$ cat config.mk
export PLATFORM = sky130hd
export DESIGN_NAME = pulse_timing_meter
export DESIGN_NICKNAME = d
export VERILOG_FILES = /design/src/rtl/pulse_timing_meter.sv
export SDC_FILE = /design/constraint.sdc
export NUM_CORES = 1
export LEC_CHECK = 0
export ABC_CLOCK_PERIOD_IN_PS = 6700
export BUFFER_PORTS_ARGS = -buffer_cell sky130_fd_sc_hd__buf_2
export CELL_PAD_IN_SITES_DETAIL_PLACEMENT = 0
export CELL_PAD_IN_SITES_GLOBAL_PLACEMENT = 2
export CORE_MARGIN = 8
export CORE_UTILIZATION = 32
export DETAILED_ROUTE_END_ITERATION = 6
export PLACE_DENSITY = 0.82
export SYNTH_ARGS = -nofsm -noshare
export SYNTH_HDL_FRONTEND = slang
export SYNTH_SLANG_ARGS = --single-unit
export TNS_END_PERCENT = 5
$ cat constraint.sdc
create_clock -name clk_i -period 6.7 [get_ports clk_i]
set_clock_uncertainty 0.1 [all_clocks]
set_input_delay 0.67 -clock clk_i [delete_from_list [all_inputs] [get_ports clk_i]]
set_output_delay 0.67 -clock clk_i [all_outputs]
set_load 0.03 [all_outputs]
$ cat src/rtl/pulse_timing_meter.sv
// Measures high time, low time and period of an asynchronous waveform in clk cycles,
// publishing one result per full period and flagging a waveform stuck high or low.
module pulse_timing_meter #(
  parameter int unsigned CNT_W       = 16,
  parameter int unsigned SYNC_STAGES = 2
) (
  input  logic             clk_i,
  input  logic             rst_ni,
  input  logic             en_i,
  input  logic             sig_in_i,
  output logic [CNT_W-1:0] ton_cyc_o,
  output logic [CNT_W-1:0] toff_cyc_o,
  output logic [CNT_W:0]   period_cyc_o,
  output logic             meas_valid_o,
  output logic             stuck_high_o,
  output logic             stuck_low_o
);

  localparam logic [CNT_W-1:0] CntMax = '1;

  typedef enum logic [1:0] {StIdle, StHigh, StLow} state_e;

  state_e                 state_q, state_d;
  logic [SYNC_STAGES-1:0] sync_q;
  logic                   s_d_q;
  logic [CNT_W-1:0]       hcnt_q, hcnt_d;
  logic [CNT_W-1:0]       lcnt_q, lcnt_d;
  logic [CNT_W-1:0]       ton_q, ton_d;
  logic [CNT_W-1:0]       toff_q, toff_d;
  logic [CNT_W:0]         period_q, period_d;
  logic                   valid_q, valid_d;
  logic                   stuck_high_q, stuck_high_d;
  logic                   stuck_low_q, stuck_low_d;

  logic sig_s, rise, fall;

  assign sig_s = sync_q[SYNC_STAGES-1];
  assign rise  = sig_s & ~s_d_q;
  assign fall  = ~sig_s & s_d_q;

  always_comb begin
    state_d      = state_q;
    hcnt_d       = hcnt_q;
    lcnt_d       = lcnt_q;
    ton_d        = ton_q;
    toff_d       = toff_q;
    period_d     = period_q;
    valid_d      = 1'b0;
    stuck_high_d = stuck_high_q;
    stuck_low_d  = stuck_low_q;

    if (!en_i) begin
      // Disabling drops any partial period; results and stuck flags are kept.
      state_d = StIdle;
      hcnt_d  = '0;
      lcnt_d  = '0;
    end else begin
      unique case (state_q)
        StIdle: begin
          if (rise) begin
            hcnt_d       = {{(CNT_W-1){1'b0}}, 1'b1};
            state_d      = StHigh;
            stuck_high_d = 1'b0;
            stuck_low_d  = 1'b0;
          end
        end
        StHigh: begin
          if (fall) begin
            lcnt_d  = {{(CNT_W-1){1'b0}}, 1'b1};
            state_d = StLow;
          end else if (hcnt_q == CntMax) begin
            stuck_high_d = 1'b1;
            state_d      = StIdle;
          end else begin
            hcnt_d = hcnt_q + 1'b1;
          end
        end
        StLow: begin
          if (rise) begin
            ton_d    = hcnt_q;
            toff_d   = lcnt_q;
            period_d = {1'b0, hcnt_q} + {1'b0, lcnt_q};
            valid_d  = 1'b1;
            hcnt_d   = {{(CNT_W-1){1'b0}}, 1'b1};
            state_d  = StHigh;
          end else if (lcnt_q == CntMax) begin
            stuck_low_d = 1'b1;
            state_d     = StIdle;
          end else begin
            lcnt_d = lcnt_q + 1'b1;
          end
        end
        default: state_d = StIdle;
      endcase
    end
  end

  always_ff @(posedge clk_i) begin
    if (!rst_ni) begin
      state_q      <= StIdle;
      sync_q       <= '0;
      s_d_q        <= 1'b0;
      hcnt_q       <= '0;
      lcnt_q       <= '0;
      ton_q        <= '0;
      toff_q       <= '0;
      period_q     <= '0;
      valid_q      <= 1'b0;
      stuck_high_q <= 1'b0;
      stuck_low_q  <= 1'b0;
    end else begin
      // Synchroniser and edge history run regardless of en_i.
      sync_q       <= {sync_q[SYNC_STAGES-2:0], sig_in_i};
      s_d_q        <= sig_s;
      state_q      <= state_d;
      hcnt_q       <= hcnt_d;
      lcnt_q       <= lcnt_d;
      ton_q        <= ton_d;
      toff_q       <= toff_d;
      period_q     <= period_d;
      valid_q      <= valid_d;
      stuck_high_q <= stuck_high_d;
      stuck_low_q  <= stuck_low_d;
    end
  end

  assign ton_cyc_o    = ton_q;
  assign toff_cyc_o   = toff_q;
  assign period_cyc_o = period_q;
  assign meas_valid_o = valid_q;
  assign stuck_high_o = stuck_high_q;
  assign stuck_low_o  = stuck_low_q;

endmodule

==> results of run 1 <==
-- cell families (layout without fill, tap and decap cells) --
group	after synthesis	after routing
DFF	89	89
xor gates and xnor gates	12	12
adders and majority gates	20	20
buffers and inverters	41	84
and+or+nand+nor	216	216
AOI/OAI and AO/OA	164	164
-- state kept, by name (all words and copies together) (netlist names) --
signal,count
hcnt_q,16
lcnt_q,16
meas_valid_o,1
period_cyc_o,17
s_d_q,1
state_q,2
stuck_high_o,1
stuck_low_o,1
sync_q,2
toff_cyc_o,16
ton_cyc_o,16
-- area by class of cell --
type	instances	area, µm²
Clock buffer	9	225
Clock inverter	7	119
Fill cell	1427	8570
Inverter	10	37.5
Multi-Input combinational cell	412	2520
Sequential cell	89	1780
Tap cell	180	225
Timing Repair Buffer	58	298
-- cells in the mapped netlist (all sizes together), types with 3 or more instances --
library cell / n
xor2: 4
a21boi: 35
and2: 12
nand2: 104
nor2: 26
a211oi: 14
clkbuf: 24
o21bai: 3
nand3b: 4
nand4: 9
and4: 3
dfxtp: 89
nor2b: 4
buf: 7
a21oi: 42
inv: 10
a311oi: 5
o21ai: 29
ha: 18
or4: 3
nand2b: 5
a21o: 3
and3: 10
xnor2: 8
o31ai: 3
nor3: 7
or3: 4
a41oi: 4
nand3: 22
a31oi: 9
-- power groups by stage --
stage	Combinational, W	Clock (W)	Sequential [W]
final	0.0000222	0.000586	0.000531
after global routing	0.0000245	0.000625	0.000531
after CTS	0.0000226	0.000599	0.000531
after detailed placement	0.0000225	0	0.000544
after global placement	0.0000223	0	0.000543
after floorplan	0.0000171	0	0.000543
-- worst max-delay path by stage --
| stage | endpoint | from | depth (start not counted) |
|---|---|---|---|
| final | period_cyc_o[14] | state_q[0] | 6 |
| after global routing | period_cyc_o[14] | state_q[0] | 6 |
| after floorplan | period_cyc_o[12] | hcnt_q[0] | 8 |
| after CTS | period_cyc_o[12] | state_q[0] | 7 |
| after detailed placement | period_cyc_o[12] | state_q[0] | 7 |
| after global placement | period_cyc_o[12] | state_q[0] | 7 |
-- layout by cell type (no fill, tap or decap), drive strengths merged, types with 10 or more instances in the layout --
master / instances
a211oi: 14
a21boi: 35
a21oi: 42
and2: 12
and3: 10
buf: 58
dfxtp: 89
ha: 18
inv: 10
nand2: 104
nand3: 22
nor2: 26
o21ai: 29
-- routing by layer --
metal  vias up  track usage
met3        15       0.0340
met1      1922        0.186
met5         -            0
met2        76        0.238
li1       2030            -
met4         0       0.0624
-- stage by stage --
step	cell area (µm²)	power, W	std cells
final	5210	0.00114	765
after global routing	5210	0.00118	765
after CTS	5210	0.00115	765
after detailed placement	4860	0.000566	749
after global placement	4860	0.000566	749
after floorplan	4470	0.000560	542
-- worst register-to-register path: stages, from the launching register on --
cell	delay, ns
sky130_fd_sc_hd__dfxtp_1	0.51
sky130_fd_sc_hd__nor2b_1	0.59
sky130_fd_sc_hd__and3_1	0.24
sky130_fd_sc_hd__buf_4	0.39
sky130_fd_sc_hd__nand2_1	0.30
sky130_fd_sc_hd__o31ai_1	0.35
sky130_fd_sc_hd__a311o_1	0.15
==> impl_metrics.py, run 1 <==
metrics = {
    "yosys": {
        "synth_sequential_area_ratio": 0.398,
        "syn-instance-count": 542,
        "synth_ff_type": "sky130_fd_sc_hd__dfxtp_1",
        "synth.lib_cells_used.distinct": 60,
        "synth-edff-count": 0,
        "yosys.area_share.xor_xnor": 0.0235,
        "syn-cell-area_um2": 4470,
        "synth_fa_ha_area_frac": 0.0571,
        "synth.area.mux_share": 0,
        "synth_seq_cells": 89,
        "combinational_family_with_the_most_area_after_synthesis": "compound AO/OA/AOI/OAI gates",
        "share_of_the_synthesized_area_in_the_top_cell_type": 0.398,
        "synthesis.area_per_instance_um2": 8.25,
        "post-synth-top-area-cell": "sky130_fd_sc_hd__dfxtp_1",
        "synth_compound_area_frac": 0.250,
        "synthTopCellsByArea": "sky130_fd_sc_hd__dfxtp_1, sky130_fd_sc_hd__nand2_1, sky130_fd_sc_hd__a21boi_0",
        "synthesized_net_count": 565,
        "synth_warnings": 0,
        "synthArstFlopShare": 0,
        "area_fraction_in_and_or_nand_and_nor_cells_after_synthesis": 0.233,
    },
    "drt": {
        "drt.antenna.violating_nets": 0,
        "drtIter0Drc": 273,
        "routed-wl-met3_um": 548,
        "wirelength_met1_mm": 6.08,
        "met2WireLength_mm": 6.09,
        "drt_drc_violations_left": 0,
        "wirelength_mm": 13.0,
        "highest_metal_layer_used_by_the_detailed_router": "met4",
        "drt-vias-per-instance": 5.28,
        "via_count": 4043,
        "wl_per_cell_um": 16.9,
        "drt_pre_antenna_iters": 4,
    },
    "cells_and_area": {
        "share_of_post_route_cells_with_drive_strength_above_1": 0.150,
        "final_core_util": 0.378,
        "finalNetCount": 603,
        "antenna_cells": 0,
        "area_growth_syn_to_layout_pct": 16.5,
    },
    "grt": {
        "initial_antenna_violation_count": 0,
        "grt_util_all_layers": 0.148,
        "first_global_vias": 4049,
        "grt-ovfl-total": 0,
        "pin_count_of_the_biggest_net_entering_global_routing": 55,
        "first_pass_grt_wire_length_mm": 21.4,
    },
    "floorplanning": {
        "io_pins": 56,
        "die-height_um": 134,
        "floorplan.initialDensity": 0.325,
        "die_area_um2": 18000,
        "core_footprint_um2": 13800,
        "standard_cell_row_count": 43,
        "die_width_um": 134,
    },
    "cts": {
        "ctsLongestPathBuffers": 2,
        "cts.root.buffer_cell": "sky130_fd_sc_hd__clkbuf_16",
        "cts.sinks": 89,
        "max_h_tree_level": 3,
        "cts_hold_repair.buffers": 0,
        "clk_pin_slew_ns": 0.07,
        "tritoncts.num_buffers": 9,
        "cts.repair.resized": 0,
        "tritoncts_clock_tree": "yes",
        "post_cts_buffers": 0,
        "worstSkewPairLatency_ns": 0.35,
    },
    "setup_path": {
        "kind_of_capture_point_of_the_worst_setup_path": "flip-flop",
        "reg2regPathDepth": 6,
        "arrival_time_at_the_worst_endpoint_ns": 2.87,
        "ff2ff_setup_slack_ns": 4.02,
        "worstSetupStartpointType": "flip-flop",
        "timing.rr.end": "period_cyc_o[14]",
        "critical_path.n_buffers_inverters": 1,
        "regToRegStartpoint": "state_q[0]",
        "max_stage_delay_ns": 0.58,
        "setup.worst_path.class": "flip-flop to flip-flop",
        "crit_required_ns": 6.90,
        "crit_path_max_fanout": 42,
        "path_delay_family": "simple AND/OR/NAND/NOR gates",
        "worst_path_max_delay_cell": "sky130_fd_sc_hd__nor2b_1",
        "cp_cell_sequence": "nor2b_1 -> and3_1 -> buf_4 -> nand2_1 -> o31ai_1 -> a311o_1",
    },
    "power": {
        "clkPwrFrac": 0.514,
        "p_leak_nw": 1.96,
        "power_switching_share": 0.209,
        "cell_internal_pwr_w": 0.000901,
        "cellPowerDensity_nw_per_um2": 219,
        "share_comb_of_total_power": 0.019,
        "ir_worst_vdd_mv": 0.108,
        "pwr-share-seq": 0.467,
        "power.net_switching_w": 0.000238,
    },
    "sta": {
        "whs_ns": 0.336,
        "tightestPinTransition_ns": 0.838,
        "post-route-min-period_ns": 2.68,
        "finalCritPeriodShare": 0.399,
        "finalHoldViolCount": 0,
        "postLayoutSetupSlackWorst_ns": 4.02,
        "timing.max_slew.rel_slack": 0.442,
        "report.final.setup_viol": 0,
        "unrepaired_setup_endpoints_after_global_routing": "false",
        "finalSetupTns_ns": 0,
        "drv_slew": 0,
        "fmax_ghz": 0.374,
    },
    "job": {
        "cap_viol_max_count": 0,
    },
    "place": {
        "gp_congestion": 0.814,
        "detailedPlace.worstSlack_ns": 4.05,
        "io_buffer_count": 55,
        "place.detailed.hpwl_mm": 9.26,
    },
    "min_path": {
        "worstHoldStart": "sync_q[0]",
        "hold_depth": 1,
        "hold_class": "flip-flop to flip-flop",
        "whs_endpoint": "sync_q[1]",
    },
    "status": {
        "status": "complete, no violations",
    },
}
No activity file was read; power rests on OpenSTA's default activity.
==> run 2, diff against run 1 <==
--- a/config.mk
+++ b/config.mk
@@ -5,7 +5,7 @@
 export SDC_FILE = /design/constraint.sdc
 export NUM_CORES = 1
 export LEC_CHECK = 0
-export ABC_CLOCK_PERIOD_IN_PS = 6700
+export ABC_CLOCK_PERIOD_IN_PS = 2500
 export BUFFER_PORTS_ARGS = -buffer_cell sky130_fd_sc_hd__buf_2
 export CELL_PAD_IN_SITES_DETAIL_PLACEMENT = 0
 export CELL_PAD_IN_SITES_GLOBAL_PLACEMENT = 2
==> constraint.sdc (replaced) <==
create_clock -name clk_i -period 2.5 [get_ports clk_i]
set_clock_uncertainty 0.1 [all_clocks]
set_input_delay 0.25 -clock clk_i [delete_from_list [all_inputs] [get_ports clk_i]]
set_output_delay 0.25 -clock clk_i [all_outputs]
set_load 0.03 [all_outputs]
==> run 2 against run 1 <==
Compared with the run above:
- maximum frequency grew 15%
- total power grew 150%
- non-clock buffer count grew 25
- count of clock-buffer cells in the layout grew 4
- global-route usage grew 0.26 points
- combinational power grew to 3.0 times the previous value
- largest power group is now registers
- sequential power grew to 2.7 times the previous value
- critical endpoint is now period_cyc_o[11]
==> impl_metrics.py, run 2 (synthesis gave the netlist of run 1 again) <==
metrics = {
    "status": {
        "status": "complete, no violations",
    },
    "setup_path": {
        "ff2ff_setup_slack_ns": 0.18,
        "worstSetupStartpointType": "flip-flop",
        "crit_path_max_fanout": 8,
        "setup.worst_path.class": "flip-flop to flip-flop",
        "crit_required_ns": 2.69,
        "kind_of_capture_point_of_the_worst_setup_path": "flip-flop",
        "arrival_time_at_the_worst_endpoint_ns": 2.51,
    },
    "drt": {
        "wirelength_mm": 13.4,
        "drt.antenna.violating_nets": 0,
        "drt-vias-per-instance": 5.23,
        "drt_drc_violations_left": 0,
        "wl_per_cell_um": 16.9,
        "via_count": 4130,
        "drtIter0Drc": 288,
        "drt_pre_antenna_iters": 4,
    },
    "power": {
        "ir_worst_vdd_mv": 0.276,
        "p_leak_nw": 2.07,
        "cellPowerDensity_nw_per_um2": 531,
    },
    "cts": {
        "post_cts_buffers": 0,
        "ctsLongestPathBuffers": 2,
        "worstSkewPairLatency_ns": 0.35,
        "tritoncts_clock_tree": "yes",
        "tritoncts.num_buffers": 9,
        "cts.sinks": 89,
        "max_h_tree_level": 3,
        "clk_pin_slew_ns": 0.07,
        "cts.root.buffer_cell": "sky130_fd_sc_hd__clkbuf_16",
    },
    "floorplanning": {
        "io_pins": 56,
        "die_area_um2": 18000,
        "floorplan.initialDensity": 0.325,
        "standard_cell_row_count": 43,
        "die-height_um": 134,
        "die_width_um": 134,
        "core_footprint_um2": 13800,
    },
    "grt": {
        "initial_antenna_violation_count": 0,
        "first_pass_grt_wire_length_mm": 21.5,
        "first_global_vias": 4027,
        "grt-ovfl-total": 0,
        "pin_count_of_the_biggest_net_entering_global_routing": 35,
        "grt_util_all_layers": 0.151,
    },
    "cells_and_area": {
        "layout_commonest_cell": "sky130_fd_sc_hd__nand2_1",
        "share_of_post_route_cells_with_drive_strength_above_1": 0.180,
        "finalNetCount": 628,
        "fin_cells": 790,
        "area_growth_syn_to_layout_pct": 19.6,
        "most_used_cells_in_the_layout_excluding_fill_and_tap_cells": "sky130_fd_sc_hd__nand2_1, sky130_fd_sc_hd__dfxtp_1, sky130_fd_sc_hd__buf_2",
        "antenna_cells": 0,
        "fillCellCount": 1452,
        "largest_register_ff_count": 17,
    },
    "place": {
        "io_buffer_count": 55,
        "place_inst": 773,
        "gp_congestion": 0.880,
        "place.detailed.hpwl_mm": 9.95,
    },
    "sta": {
        "drv_slew": 0,
        "finalSetupTns_ns": 0,
        "finalHoldViolCount": 0,
        "finalCritPeriodShare": 0.928,
        "unrepaired_setup_endpoints_after_global_routing": "false",
        "tightestPinTransition_ns": 0.594,
        "post-route-min-period_ns": 2.32,
        "fmax_ghz": 0.431,
        "report.final.setup_viol": 0,
        "timing.max_slew.rel_slack": 0.602,
    },
    "job": {
        "cap_viol_max_count": 0,
    },
    "min_path": {
        "hold_class": "input port to flip-flop",
    },
}
run 2: cell types whose count changed in the layout (fill, tap and decap cells not counted), sizes merged:
| cell | delta |
|---|---|
| buf | +24 |
| bufinv | -2 |
| clkbuf | +4 |
| clkinvlp | -2 |
| dlygate4sd3 | +1 |
run 2: where the power goes:
part | switching (W) | total (W) | internal, W
registers | 0.00000194 | 0.00142 | 0.00142
logic | 0.0000433 | 0.0000662 | 0.0000229
clock network | 0.000553 | 0.00135 | 0.000800
total | 0.000598 | 0.00284 | 0.00224
run 2: worst paths after layout:
check / start / end / cells after the start
worst max-delay path: lcnt_q[2] / period_cyc_o[11] / 7
worst min-delay path: en_i / stuck_low_o / 3
worst max register to register: lcnt_q[2] / period_cyc_o[11] / 7
worst min register to register: sync_q[0] / sync_q[1] / 1
run 2: final cells by class:
| cell class | count | area [µm²] | share of cell area |
|---|---|---|---|
| inverter | 10 | 37.5 | 0.00702 |
| tap | 180 | 225 | 0.0421 |
| clock inverter | 3 | 40.0 | 0.00748 |
| timing repair buffer | 83 | 488 | 0.0912 |
| multi-input combinational | 412 | 2530 | 0.472 |
| sequential | 89 | 1780 | 0.333 |
| clock buffer | 13 | 250 | 0.0468 |
run 2: metrics by stage:
step           hold slack (ns)  total power (W)  worst slack (ns)  utilization  area (µm²)
5_1_grt                  0.182          0.00296            0.0141        0.388        5350
3_5_place_dp             0.326          0.00152             0.102        0.366        5040
2_1_floorplan            0.277          0.00150             0.307            -        4470
3_3_place_gp             0.315          0.00152             0.172        0.366        5040
6_report                 0.139          0.00284             0.180        0.388        5350
4_1_cts                  0.129          0.00289            0.0980        0.388        5340
run 2: timing repair:
action | CTS | global route
endpoints found under the hold margin | 1 | 0
setup endpoints to repair | 0 | 2
hold buffers | 1 | 0
resized for setup | 0 | 1
run 2: metal layers:
metal | vias up | GRT usage | wire [µm]
met3 | 20 | 0.0337 | 697
li1 | 2062 | - | -
met1 | 1976 | 0.195 | 6150
met5 | - | 0 | 0
met4 | 0 | 0.0767 | 382
met2 | 72 | 0.230 | 6140
run 2: critical path, cell delays in order, from the launching register on:
cell,delay (ns)
sky130_fd_sc_hd__dfxtp_1,0.37
sky130_fd_sc_hd__ha_1,0.37
sky130_fd_sc_hd__a21oi_1,0.10
sky130_fd_sc_hd__a2111o_1,0.47
sky130_fd_sc_hd__a21oi_2,0.20
sky130_fd_sc_hd__nor2_1,0.07
sky130_fd_sc_hd__or4b_1,0.50
sky130_fd_sc_hd__nand3_1,0.07
==> run 3, diff against run 2 <==
--- a/config.mk
+++ b/config.mk
@@ -5,6 +5,7 @@
 export SDC_FILE = /design/constraint.sdc
 export NUM_CORES = 1
 export LEC_CHECK = 0
+export ABC_AREA = 1
 export ABC_CLOCK_PERIOD_IN_PS = 2500
 export BUFFER_PORTS_ARGS = -buffer_cell sky130_fd_sc_hd__buf_2
 export CELL_PAD_IN_SITES_DETAIL_PLACEMENT = 0
@@ -12,7 +13,7 @@
 export CORE_MARGIN = 8
 export CORE_UTILIZATION = 32
 export DETAILED_ROUTE_END_ITERATION = 6
-export PLACE_DENSITY = 0.82
+export PLACE_DENSITY = 0.88
 export SYNTH_ARGS = -nofsm -noshare
 export SYNTH_HDL_FRONTEND = slang
 export SYNTH_SLANG_ARGS = --single-unit
==> run 3 against run 2 <==
Compared with the run above:
- non-clock buffer count down 10
- via count up 19%
- clock power up 14%
- routed wire length up 16%
==> impl_metrics.py, run 3 <==
metrics = {
    "sta": {
        "finalSetupTns_ns": 0,
        "post-route-min-period_ns": 2.03,
        "fmax_ghz": 0.492,
        "timing.max_slew.rel_slack": 0.624,
        "postLayoutSetupSlackWorst_ns": 0.466,
        "report.final.setup_viol": 0,
        "unrepaired_setup_endpoints_after_global_routing": "false",
        "tightestPinTransition_ns": 0.563,
        "finalHoldViolCount": 0,
        "drv_slew": 0,
        "finalCritPeriodShare": 0.814,
    },
    "drt": {
        "wirelength_mm": 15.5,
        "drt-vias-per-instance": 4.62,
        "wl_per_cell_um": 14.5,
        "via_count": 4917,
        "drt_pre_antenna_iters": 4,
        "drtIter0Drc": 352,
        "drt.antenna.violating_nets": 0,
        "drt_drc_violations_left": 0,
    },
    "cells_and_area": {
        "share_of_post_route_cells_with_drive_strength_above_1": 0.127,
        "layout_commonest_cell": "sky130_fd_sc_hd__nand2_1",
        "finish.instance_area_um2": 5920,
        "largest_register_ff_count": 17,
        "antenna_cells": 0,
        "fin_cells": 1064,
        "area_growth_syn_to_layout_pct": 17.3,
        "finalNetCount": 866,
        "most_used_cells_in_the_layout_excluding_fill_and_tap_cells": "sky130_fd_sc_hd__nand2_1, sky130_fd_sc_hd__nor2_1, sky130_fd_sc_hd__inv_1",
    },
    "place": {
        "gp_congestion": 0.848,
        "detailedPlace.worstSlack_ns": 0.484,
        "place_inst": 1047,
        "place.detailed.hpwl_mm": 11.6,
        "io_buffer_count": 55,
        "detailed_place.area_um2": 5580,
    },
    "yosys": {
        "synth-edff-count": 0,
        "synth.lib_cells_used.distinct": 33,
        "synth_sequential_area_ratio": 0.353,
        "syn-cell-area_um2": 5050,
        "netlist_top_cells_count": "sky130_fd_sc_hd__nand2_1, sky130_fd_sc_hd__nor2_1, sky130_fd_sc_hd__inv_1, sky130_fd_sc_hd__dfxtp_1, sky130_fd_sc_hd__nand3_1",
        "synth_seq_cells": 89,
        "post-synth-top-area-cell": "sky130_fd_sc_hd__dfxtp_1",
        "synthTopCellsByArea": "sky130_fd_sc_hd__dfxtp_1, sky130_fd_sc_hd__nand2_1, sky130_fd_sc_hd__nor2_1",
        "synthesis.area_per_instance_um2": 6.42,
        "synthesized_net_count": 809,
        "synth_warnings": 0,
        "share_of_the_synthesized_area_in_the_top_cell_type": 0.353,
        "synth_ff_type": "sky130_fd_sc_hd__dfxtp_1",
        "syn-instance-count": 786,
        "synth.most_common_cell": "sky130_fd_sc_hd__nand2_1",
        "synthArstFlopShare": 0,
    },
    "grt": {
        "initial_antenna_violation_count": 0,
        "grt-ovfl-total": 0,
        "grt_util_all_layers": 0.160,
        "first_global_vias": 4663,
        "first_pass_grt_wire_length_mm": 25.2,
        "pin_count_of_the_biggest_net_entering_global_routing": 47,
    },
    "cts": {
        "worstSkewPairLatency_ns": 0.36,
        "max_h_tree_level": 3,
        "cts.root.buffer_cell": "sky130_fd_sc_hd__clkbuf_16",
        "post_cts_buffers": 0,
        "cts.repair.resized": 0,
        "cts.sinks": 89,
        "tritoncts.num_buffers": 9,
        "clk_pin_slew_ns": 0.07,
        "tritoncts_clock_tree": "yes",
        "cts_hold_repair.buffers": 1,
        "ctsLongestPathBuffers": 2,
    },
    "floorplanning": {
        "die_area_um2": 20000,
        "die-height_um": 142,
        "standard_cell_row_count": 46,
        "floorplan.initialDensity": 0.322,
        "die_width_um": 142,
        "core_footprint_um2": 15700,
        "io_pins": 56,
    },
    "power": {
        "p_total_w": 0.00304,
        "p_leak_nw": 2.66,
        "share_comb_of_total_power": 0.025,
        "cell_internal_pwr_w": 0.00235,
        "pwr-share-seq": 0.468,
        "cellPowerDensity_nw_per_um2": 513,
        "power.net_switching_w": 0.000686,
        "power_switching_share": 0.226,
        "ir_worst_vdd_mv": 0.314,
        "clkPwrFrac": 0.507,
    },
    "setup_path": {
        "worstSetupStartpointType": "flip-flop",
        "kind_of_capture_point_of_the_worst_setup_path": "flip-flop",
        "path_delay_family": "simple AND/OR/NAND/NOR gates",
        "worst_path_max_delay_cell": "sky130_fd_sc_hd__dfxtp_1",
        "arrival_time_at_the_worst_endpoint_ns": 2.19,
        "crit_path_max_fanout": 14,
        "setup.worst_path.class": "flip-flop to flip-flop",
        "max_stage_delay_ns": 0.46,
        "crit_required_ns": 2.65,
        "critical_path.n_buffers_inverters": 1,
        "cp_cell_sequence": "ha_1 -> nand2_2 -> nor2_4 -> nand4_2 -> nand2_2 -> nand2_4 -> nand3_1 -> nand2_1 -> nand2_1 -> inv_1",
    },
    "status": {
        "status": "complete, no violations",
    },
    "job": {
        "cap_viol_max_count": 0,
    },
    "min_path": {
        "hold_class": "input port to flip-flop",
    },
}
[run 3: power groups by stage]
stage / combinational (W) / clock, W / sequential, W
2_1_floorplan: 0.0000497 / 0 / 0.00145
3_3_place_gp: 0.0000755 / 0 / 0.00145
3_5_place_dp: 0.0000752 / 0 / 0.00146
4_1_cts: 0.0000766 / 0.00158 / 0.00142
5_1_grt: 0.0000852 / 0.00163 / 0.00142
6_report: 0.0000754 / 0.00154 / 0.00142
[run 3: kinds of logic (layout without fill, tap and decap cells)]
logic type,count (synthesis),in the layout,synth area share
AND/OR/NAND/NOR,446,446,0.377
buffers and inverters,121,183,0.0994
AO/OA/AOI/OAI,100,100,0.103
flip-flops,89,89,0.353
adder cells (fa/ha/maj),19,19,0.0486
XOR/XNOR,11,11,0.0191
[run 3: tightest hold or removal path: cells and delay by family]
kind,cells,cell delay [ns]
buffers and inverters,1,0.19
AOI/OAI and AO/OA,2,0.14
[run 3: path summary, 6_finish.rpt]
kind	slack, ns	start	cells past startpoint	endpoint
worst max-delay path	0.47	hcnt_q[1]	10	hcnt_q[11]
worst min-delay path	0.19	rst_ni	3	ton_cyc_o[3]
worst max register to register	0.47	hcnt_q[1]	10	hcnt_q[11]
worst min register to register	0.32	sync_q[0]	2	sync_q[1]
[run 3: cell type report]
type / count / area [µm²]
Clock inverter: 5 / 85.1
Inverter: 94 / 353
Fill cell: 1756 / 9730
Multi-Input combinational cell: 576 / 2760
Tap cell: 216 / 270
Sequential cell: 89 / 1780
Timing Repair Buffer: 73 / 425
Clock buffer: 11 / 243
[run 3: layer usage]
metal  global-route usage  vias to the layer above  wire length (µm)
met2                0.258                       99              6960
met1                0.211                     2194              7570
met3               0.0309                       14               711
li1                     -                     2610                 -
met4               0.0486                        0               210
met5                    0                        -                 0
[run 3: stage by stage]
stage | util | hold slack, ns
2_1_floorplan | - | 0.248
6_report | 0.378 | 0.191
3_3_place_gp | 0.357 | 0.296
4_1_cts | 0.378 | 0.184
3_5_place_dp | 0.357 | 0.300
5_1_grt | 0.378 | 0.217
